[src/rtl/uart_rx_if.sv]
// UART receiver signal bundle: serial line in, received byte and status out.
// Latency: none (wires only).
// Backpressure: none; the receiver pulses o_RX_DV / o_RX_Error for one cycle and never stalls.
//
// Signals:
//   i_RX_Serial  serial line into the receiver (idle high, 8N1, LSB first)
//   o_RX_DV      one-cycle pulse, o_RX_Byte holds a freshly framed byte
//   o_RX_Byte    last correctly framed byte
//   o_RX_Error   one-cycle pulse, stop bit was sampled low
//   o_RX_Active  high while a confirmed frame is being received
interface uart_rx_if;
    logic       i_RX_Serial;
    logic       o_RX_DV;
    logic [7:0] o_RX_Byte;
    logic       o_RX_Error;
    logic       o_RX_Active;

    // master: the receiver, which owns the byte stream
    modport master (
        input  i_RX_Serial,
        output o_RX_DV,
        output o_RX_Byte,
        output o_RX_Error,
        output o_RX_Active
    );

    // slave: whoever drives the line and consumes received bytes
    modport slave (
        output i_RX_Serial,
        input  o_RX_DV,
        input  o_RX_Byte,
        input  o_RX_Error,
        input  o_RX_Active
    );
endinterface

[src/rtl/uart_rx.sv]
// 8N1 UART receiver with two-flop line synchronizer and mid-bit sampling.
// Latency: o_RX_DV about 9.5 bit times plus 3 clocks after the start-bit falling edge.
// Backpressure: none; results are one-cycle pulses and o_RX_Byte holds until the next good frame.
//
// Ports:
//   i_Clock  sole clock, rising edge
//   i_Rst_L  asynchronous active-low reset
//   rx       uart_rx_if.master (i_RX_Serial in; o_RX_DV, o_RX_Byte, o_RX_Error, o_RX_Active out)
module uart_rx #(
    parameter int CLKS_PER_BIT = 217
) (
    input  logic      i_Clock,
    input  logic      i_Rst_L,
    uart_rx_if.master rx
);

    localparam logic [2:0] IDLE         = 3'd0;
    localparam logic [2:0] RX_START_BIT = 3'd1;
    localparam logic [2:0] RX_DATA_BITS = 3'd2;
    localparam logic [2:0] RX_STOP_BIT  = 3'd3;
    localparam logic [2:0] CLEANUP      = 3'd4;

    // Start bit is re-checked at its midpoint; every later bit is sampled one
    // full bit period after the previous sample, i.e. also at mid-bit.
    localparam logic [7:0] HALF_BIT = 8'((CLKS_PER_BIT - 1) / 2);
    localparam logic [7:0] FULL_BIT = 8'(CLKS_PER_BIT - 1);

    logic       rx_meta;
    logic       rx_line;
    logic [2:0] state;
    logic [7:0] clk_count;
    logic [2:0] bit_index;
    logic [7:0] shift_reg;
    logic [7:0] rx_byte;
    logic       rx_dv;
    logic       rx_error;
    logic       rx_active;

    // Line resets high so a reset never looks like a start edge.
    always_ff @(posedge i_Clock or negedge i_Rst_L) begin
        if (!i_Rst_L) begin
            rx_meta <= 1'b1;
            rx_line <= 1'b1;
        end else begin
            rx_meta <= rx.i_RX_Serial;
            rx_line <= rx_meta;
        end
    end

    always_ff @(posedge i_Clock or negedge i_Rst_L) begin
        if (!i_Rst_L) begin
            state     <= IDLE;
            clk_count <= 8'd0;
            bit_index <= 3'd0;
            shift_reg <= 8'h00;
            rx_byte   <= 8'h00;
            rx_dv     <= 1'b0;
            rx_error  <= 1'b0;
            rx_active <= 1'b0;
        end else begin
            case (state)
                IDLE: begin
                    clk_count <= 8'd0;
                    bit_index <= 3'd0;
                    if (!rx_line) begin
                        state <= RX_START_BIT;
                    end
                end

                RX_START_BIT: begin
                    if (clk_count == HALF_BIT) begin
                        if (!rx_line) begin
                            clk_count <= 8'd0;
                            rx_active <= 1'b1;
                            state     <= RX_DATA_BITS;
                        end else begin
                            // Low pulse shorter than half a bit: ignore silently.
                            state <= IDLE;
                        end
                    end else begin
                        clk_count <= clk_count + 8'd1;
                    end
                end

                RX_DATA_BITS: begin
                    if (clk_count == FULL_BIT) begin
                        clk_count            <= 8'd0;
                        shift_reg[bit_index] <= rx_line;
                        if (bit_index == 3'd7) begin
                            bit_index <= 3'd0;
                            state     <= RX_STOP_BIT;
                        end else begin
                            bit_index <= bit_index + 3'd1;
                        end
                    end else begin
                        clk_count <= clk_count + 8'd1;
                    end
                end

                RX_STOP_BIT: begin
                    if (clk_count == FULL_BIT) begin
                        clk_count <= 8'd0;
                        if (rx_line) begin
                            rx_byte <= shift_reg;
                            rx_dv   <= 1'b1;
                        end else begin
                            // Bad frame: keep the last good byte visible.
                            rx_error <= 1'b1;
                        end
                        rx_active <= 1'b0;
                        state     <= CLEANUP;
                    end else begin
                        clk_count <= clk_count + 8'd1;
                    end
                end

                CLEANUP: begin
                    // Leaves the second half of the stop bit for IDLE to watch,
                    // so a back-to-back start edge is not missed.
                    rx_dv    <= 1'b0;
                    rx_error <= 1'b0;
                    state    <= IDLE;
                end

                default: begin
                    state <= IDLE;
                end
            endcase
        end
    end

    assign rx.o_RX_DV     = rx_dv;
    assign rx.o_RX_Byte   = rx_byte;
    assign rx.o_RX_Error  = rx_error;
    assign rx.o_RX_Active = rx_active;

endmodule

[src/flat_wrapper.sv]
// flat-port wrapper written by rule: the top's interface ports become plain ports
module uart_rx_flat 
#(
    parameter int CLKS_PER_BIT = 217
)
  (i_Clock, i_Rst_L, rx_i_RX_Serial, rx_o_RX_DV, rx_o_RX_Byte, rx_o_RX_Error, rx_o_RX_Active);
  uart_rx_if rx_i ();
  input  logic i_Clock;
  input  logic i_Rst_L;
  input wire logic [$bits(rx_i.i_RX_Serial)-1:0] rx_i_RX_Serial;
  output wire logic [$bits(rx_i.o_RX_DV)-1:0] rx_o_RX_DV;
  output wire logic [$bits(rx_i.o_RX_Byte)-1:0] rx_o_RX_Byte;
  output wire logic [$bits(rx_i.o_RX_Error)-1:0] rx_o_RX_Error;
  output wire logic [$bits(rx_i.o_RX_Active)-1:0] rx_o_RX_Active;
  assign rx_i.i_RX_Serial = rx_i_RX_Serial;
  assign rx_o_RX_DV = rx_i.o_RX_DV;
  assign rx_o_RX_Byte = rx_i.o_RX_Byte;
  assign rx_o_RX_Error = rx_i.o_RX_Error;
  assign rx_o_RX_Active = rx_i.o_RX_Active;
  uart_rx #(.CLKS_PER_BIT(CLKS_PER_BIT)) u_core (.i_Clock(i_Clock), .i_Rst_L(i_Rst_L), .rx(rx_i));
endmodule
[config.mk]
export PLATFORM = sky130hd
export DESIGN_NAME = uart_rx_flat
export DESIGN_NICKNAME = d
export VERILOG_FILES = /design/src/rtl/uart_rx_if.sv /design/src/rtl/uart_rx.sv /design/src/flat_wrapper.sv
export SDC_FILE = /design/constraint.sdc
export NUM_CORES = 1
export LEC_CHECK = 0
export ABC_CLOCK_PERIOD_IN_PS = 2000
export BUFFER_PORTS_ARGS = -buffer_cell sky130_fd_sc_hd__buf_4
export CAP_MARGIN = 10
export CORE_MARGIN = 2
export CORE_UTILIZATION = 25
export CTS_CLUSTER_DIAMETER = 120
export DETAILED_ROUTE_END_ITERATION = 7
export GPL_TIMING_DRIVEN = 0
export PLACE_DENSITY_LB_ADDON = 0.05
export SLEW_MARGIN = 20
export SYNTH_ARGS = -nofsm -noshare
export SYNTH_HDL_FRONTEND = slang
export SYNTH_SLANG_ARGS = --single-unit
[constraint.sdc]
create_clock -name i_Clock -period 2 [get_ports i_Clock]
set_clock_uncertainty 0.15 [all_clocks]
set_input_delay 0.2 -clock i_Clock [delete_from_list [all_inputs] [get_ports i_Clock]]
set_output_delay 0.2 -clock i_Clock [all_outputs]
set_load 0.005 [all_outputs]
==> results.cfg <==
[power_and_ir_drop]
p_sw_share_pct = 21.2
seqPwrFrac_pct = 51.7
clkPwrFrac_pct = 46.5
p_leak_nw = 1.03
vdd_drop_max_mv = 0.270
power_frac_comb_pct = 1.8
powerDensity_nw_per_um2 = 578
power.internal_mw = 1.09
power_switching_mw = 0.293

[clocking]
htreeDepth = 2
cts_sinks = 35
cts_tree = done
root_buffer = clkbuf_8
cts_made_buffers = 5
cts_buffer_depth = 2
clk_pin_slew_ns = 0.07
clock_latency_ns = 0.29

[sta]
slew_viol_final = 0
hold_viol_final = 0
min_period_ns = 2.02
timing.final.ws_setup_ns = -0.0241
setup_violations = 8
fin_crit_sh_pct = 101
rsz0062_at_grt = yes
tns_ns = -0.0939
fmax_mhz = 494
tightestPinTransition_ns = 0.545
slew_headroom_pct = 63.7

[global_routing]
grt_pass1_wl_um = 6760
grt_max_degree = 36
track_usage_pct = 12.0
grt_pass1_vias = 1289
grt_overflow = 0
antenna_found_initial = 0

[floorplan]
die_x_um = 86.4
num_rows = 30
core_area_um2 = 6680
ios = 14
die-height_um = 86.4
start_util_pct = 25.4
die_area_um2 = 7470

[logic_synthesis]
synth_edf_count = 0
yosys.area_share.adder_pct = 2.95
synth_top_family_by_area = simple AND/OR/NAND/NOR gates
synth_area_um2 = 1700
syn-num-nets = 158
ys_seq_elements = 35
synth_xor_area_share_pct = 1.03
synth-simple-area-share_pct = 19.0
syn_inst = 151
synth-compound-area-share_pct = 12.8
synth_ff_type = dfrtp_1
synth_cell_types = 43
syn_avg_cell_area_um2 = 11.2
synth.mux.area_fraction_pct = 9.95
ys_async_sr_fraction_pct = 100
yosysWarnings = 0
yosysSeqAreaShare_pct = 51.7

[place]
place_area_um2 = 1900
gp_congestion = 0.755
dp_hpwl_um = 2650
port_buffers = 13

[detailed_routing]
routed_wl_um = 4380
wire_per_inst_um = 15.9
viasPerCell = 4.86
drt-pass1-iter-count = 4
antenna_left = 0
via_count = 1342
drc = 0
drt_iter0_drc = 105

[flow_run]
drv_cap = 0

[worst_setup_path]
crit_path_end_kind = flip-flop
start_kind = flip-flop
worstPathMaxFanout = 5
r2r_setup_slack_ns = -0.02
critPathLaunch = u_core.clk_count[1]$_DFFE_PN0P_
worst-setup-path-type = reg2reg
worst_r2r_endpoint = u_core.rx.o_RX_Byte[3]$_DFFE_PN0P_
cp.arrival_ns = 2.05
reg2reg_from = u_core.clk_count[1]$_DFFE_PN0P_
worst-r2r-cell-count = 8
worst_ep_required_time_ns = 2.02
crit_end = u_core.rx.o_RX_Byte[3]$_DFFE_PN0P_

[finish]
drive_gt1_share_pct = 43.9
area_growth_pct = 40.8
multi_input_area_um2 = 937
antenna_cells = 0
seq_area_um2 = 880
design_area_um2 = 2390
fillCellCount = 679
fin_nets = 202

[worst_hold_path]
holdCritPathClass = reg2reg

[run_status]
violations = setup timing
status = finished, violations left
-- routing by layer --
metal / vias up / part of all wire, % / global-route usage, %
li1: 652 / - / -
met1: 664 / 53 / 17.7
met2: 24 / 43 / 16.9
met3: 2 / 3.2 / 3.24
met4: 0 / 0.66 / 4.26
met5: - / 0 / 0
-- placed cells by master, fill, tap and decap left out, types with 3 or more instances in the layout --
| cell type | netlist | final |
|---|---|---|
| a21oi_1 | 8 | 7 |
| a22oi_1 | 3 | 3 |
| and3_1 | 3 | 3 |
| buf_4 | 1 | 33 |
| clkbuf_8 | 0 | 5 |
| dfrtp_1 | 33 | 32 |
| ha_1 | 4 | 3 |
| inv_1 | 6 | 3 |
| mux2_2 | 15 | 5 |
| mux2_4 | 0 | 10 |
| nand2_1 | 5 | 5 |
| nand2b_1 | 4 | 4 |
| nand3_1 | 5 | 3 |
| nor2_1 | 8 | 7 |
| nor3_1 | 6 | 5 |
| o21ai_0 | 8 | 8 |
| o22ai_1 | 4 | 4 |
-- logic make-up after synthesis --
| logic type | Yosys count |
|---|---|
| compound gates | 34 |
| flops | 35 |
| simple gates | 51 |
| fa+ha+maj | 4 |
| buf+inv | 10 |
| xor+xnor | 2 |
| mux | 15 |
-- cells in the mapped netlist, types with 2 or more instances --
master	count	area, um^2
nand3_1	5	25.0
o21ai_0	8	40.0
nor3_1	6	30.0
dfrtp_1	33	826
o31ai_1	2	15.0
a22oi_1	3	22.5
nand2b_1	4	25.0
ha_1	4	50.1
nand2_1	5	18.8
nor3b_1	2	15.0
mux2_2	15	169
or3b_2	2	17.5
dfstp_2	2	52.6
a211oi_1	2	15.0
nor4_1	2	12.5
and3_1	3	18.8
nor2_1	8	30.0
nor2b_1	2	12.5
clkbuf_1	2	7.51
o22ai_1	4	25.0
a21oi_1	8	40.0
and2_1	3	18.8
inv_1	6	22.5
-- per-stage QoR --
stage | power, mW | hold slack (ns) | worst slack [ns] | utilization [%] | std cells
final | 1.38 | 0.211 | -0.0241 | 35.8 | 276
after global routing | 1.44 | 0.212 | -0.0911 | 35.8 | 276
after CTS | 1.41 | 0.212 | -0.0960 | 32.2 | 261
after detailed placement | 0.751 | 0.0506 | -0.447 | 28.5 | 244
after global placement | 0.751 | 0.0439 | -0.449 | 28.5 | 244
after floorplan | 0.730 | -0.246 | -0.0395 | - | 151
-- worst min path at each step --
stage                                            to                     start  cells after the start  slack [ns]
detailed placement  u_core.clk_count[2]$_DFFE_PN0P_                   i_Rst_L                      1        0.05
global route               u_core.rx_line$_DFF_PN1_  u_core.rx_meta$_DFF_PN1_                      0        0.21
floorplan           u_core.bit_index[0]$_DFFE_PN0P_                   i_Rst_L                      0       -0.25
global placement    u_core.clk_count[4]$_DFFE_PN0P_                   i_Rst_L                      1        0.04
finish                     u_core.rx_line$_DFF_PN1_  u_core.rx_meta$_DFF_PN1_                      0        0.21
CTS                        u_core.rx_line$_DFF_PN1_  u_core.rx_meta$_DFF_PN1_                      0        0.21
-- cell type report --
| type | instances | share of cell area (%) |
|---|---|---|
| clock inverter | 3 | 1.83 |
| inverter | 6 | 1.10 |
| multi-input combinational | 107 | 39.2 |
| sequential | 35 | 36.8 |
| clock buffer | 5 | 2.88 |
| timing repair buffer | 36 | 12.8 |
| buffer | 4 | 1.26 |
| tap | 80 | 4.19 |
-- power by group through the flow --
stage,logic (mW),registers (mW),clock network [mW]
2_1_floorplan,0.00350,0.726,0
3_3_place_gp,0.0229,0.728,0
3_5_place_dp,0.0234,0.728,0
4_1_cts,0.0264,0.714,0.673
5_1_grt,0.0286,0.715,0.694
6_report,0.0246,0.714,0.643
-- critical path: stages (launching register included) --
cell and delay [ns]:
dfrtp_1 0.39, inv_2 0.08, ha_4 0.13, and4bb_4 0.31, nand2_8 0.08, nor4_4 0.13, buf_4 0.19, clkbuf_16 0.15
mux2_4 0.29
-- repair_timing --
action,4_1_cts,5_1_grt
endpoints found under the setup margin,23,19
cloned,0,2
endpoints found under the hold margin,34,0
pin swaps,2,7
resized for setup,10,29
setup buffers,7,13
hold buffers,2,0
Power figures use the tool's default switching activity.
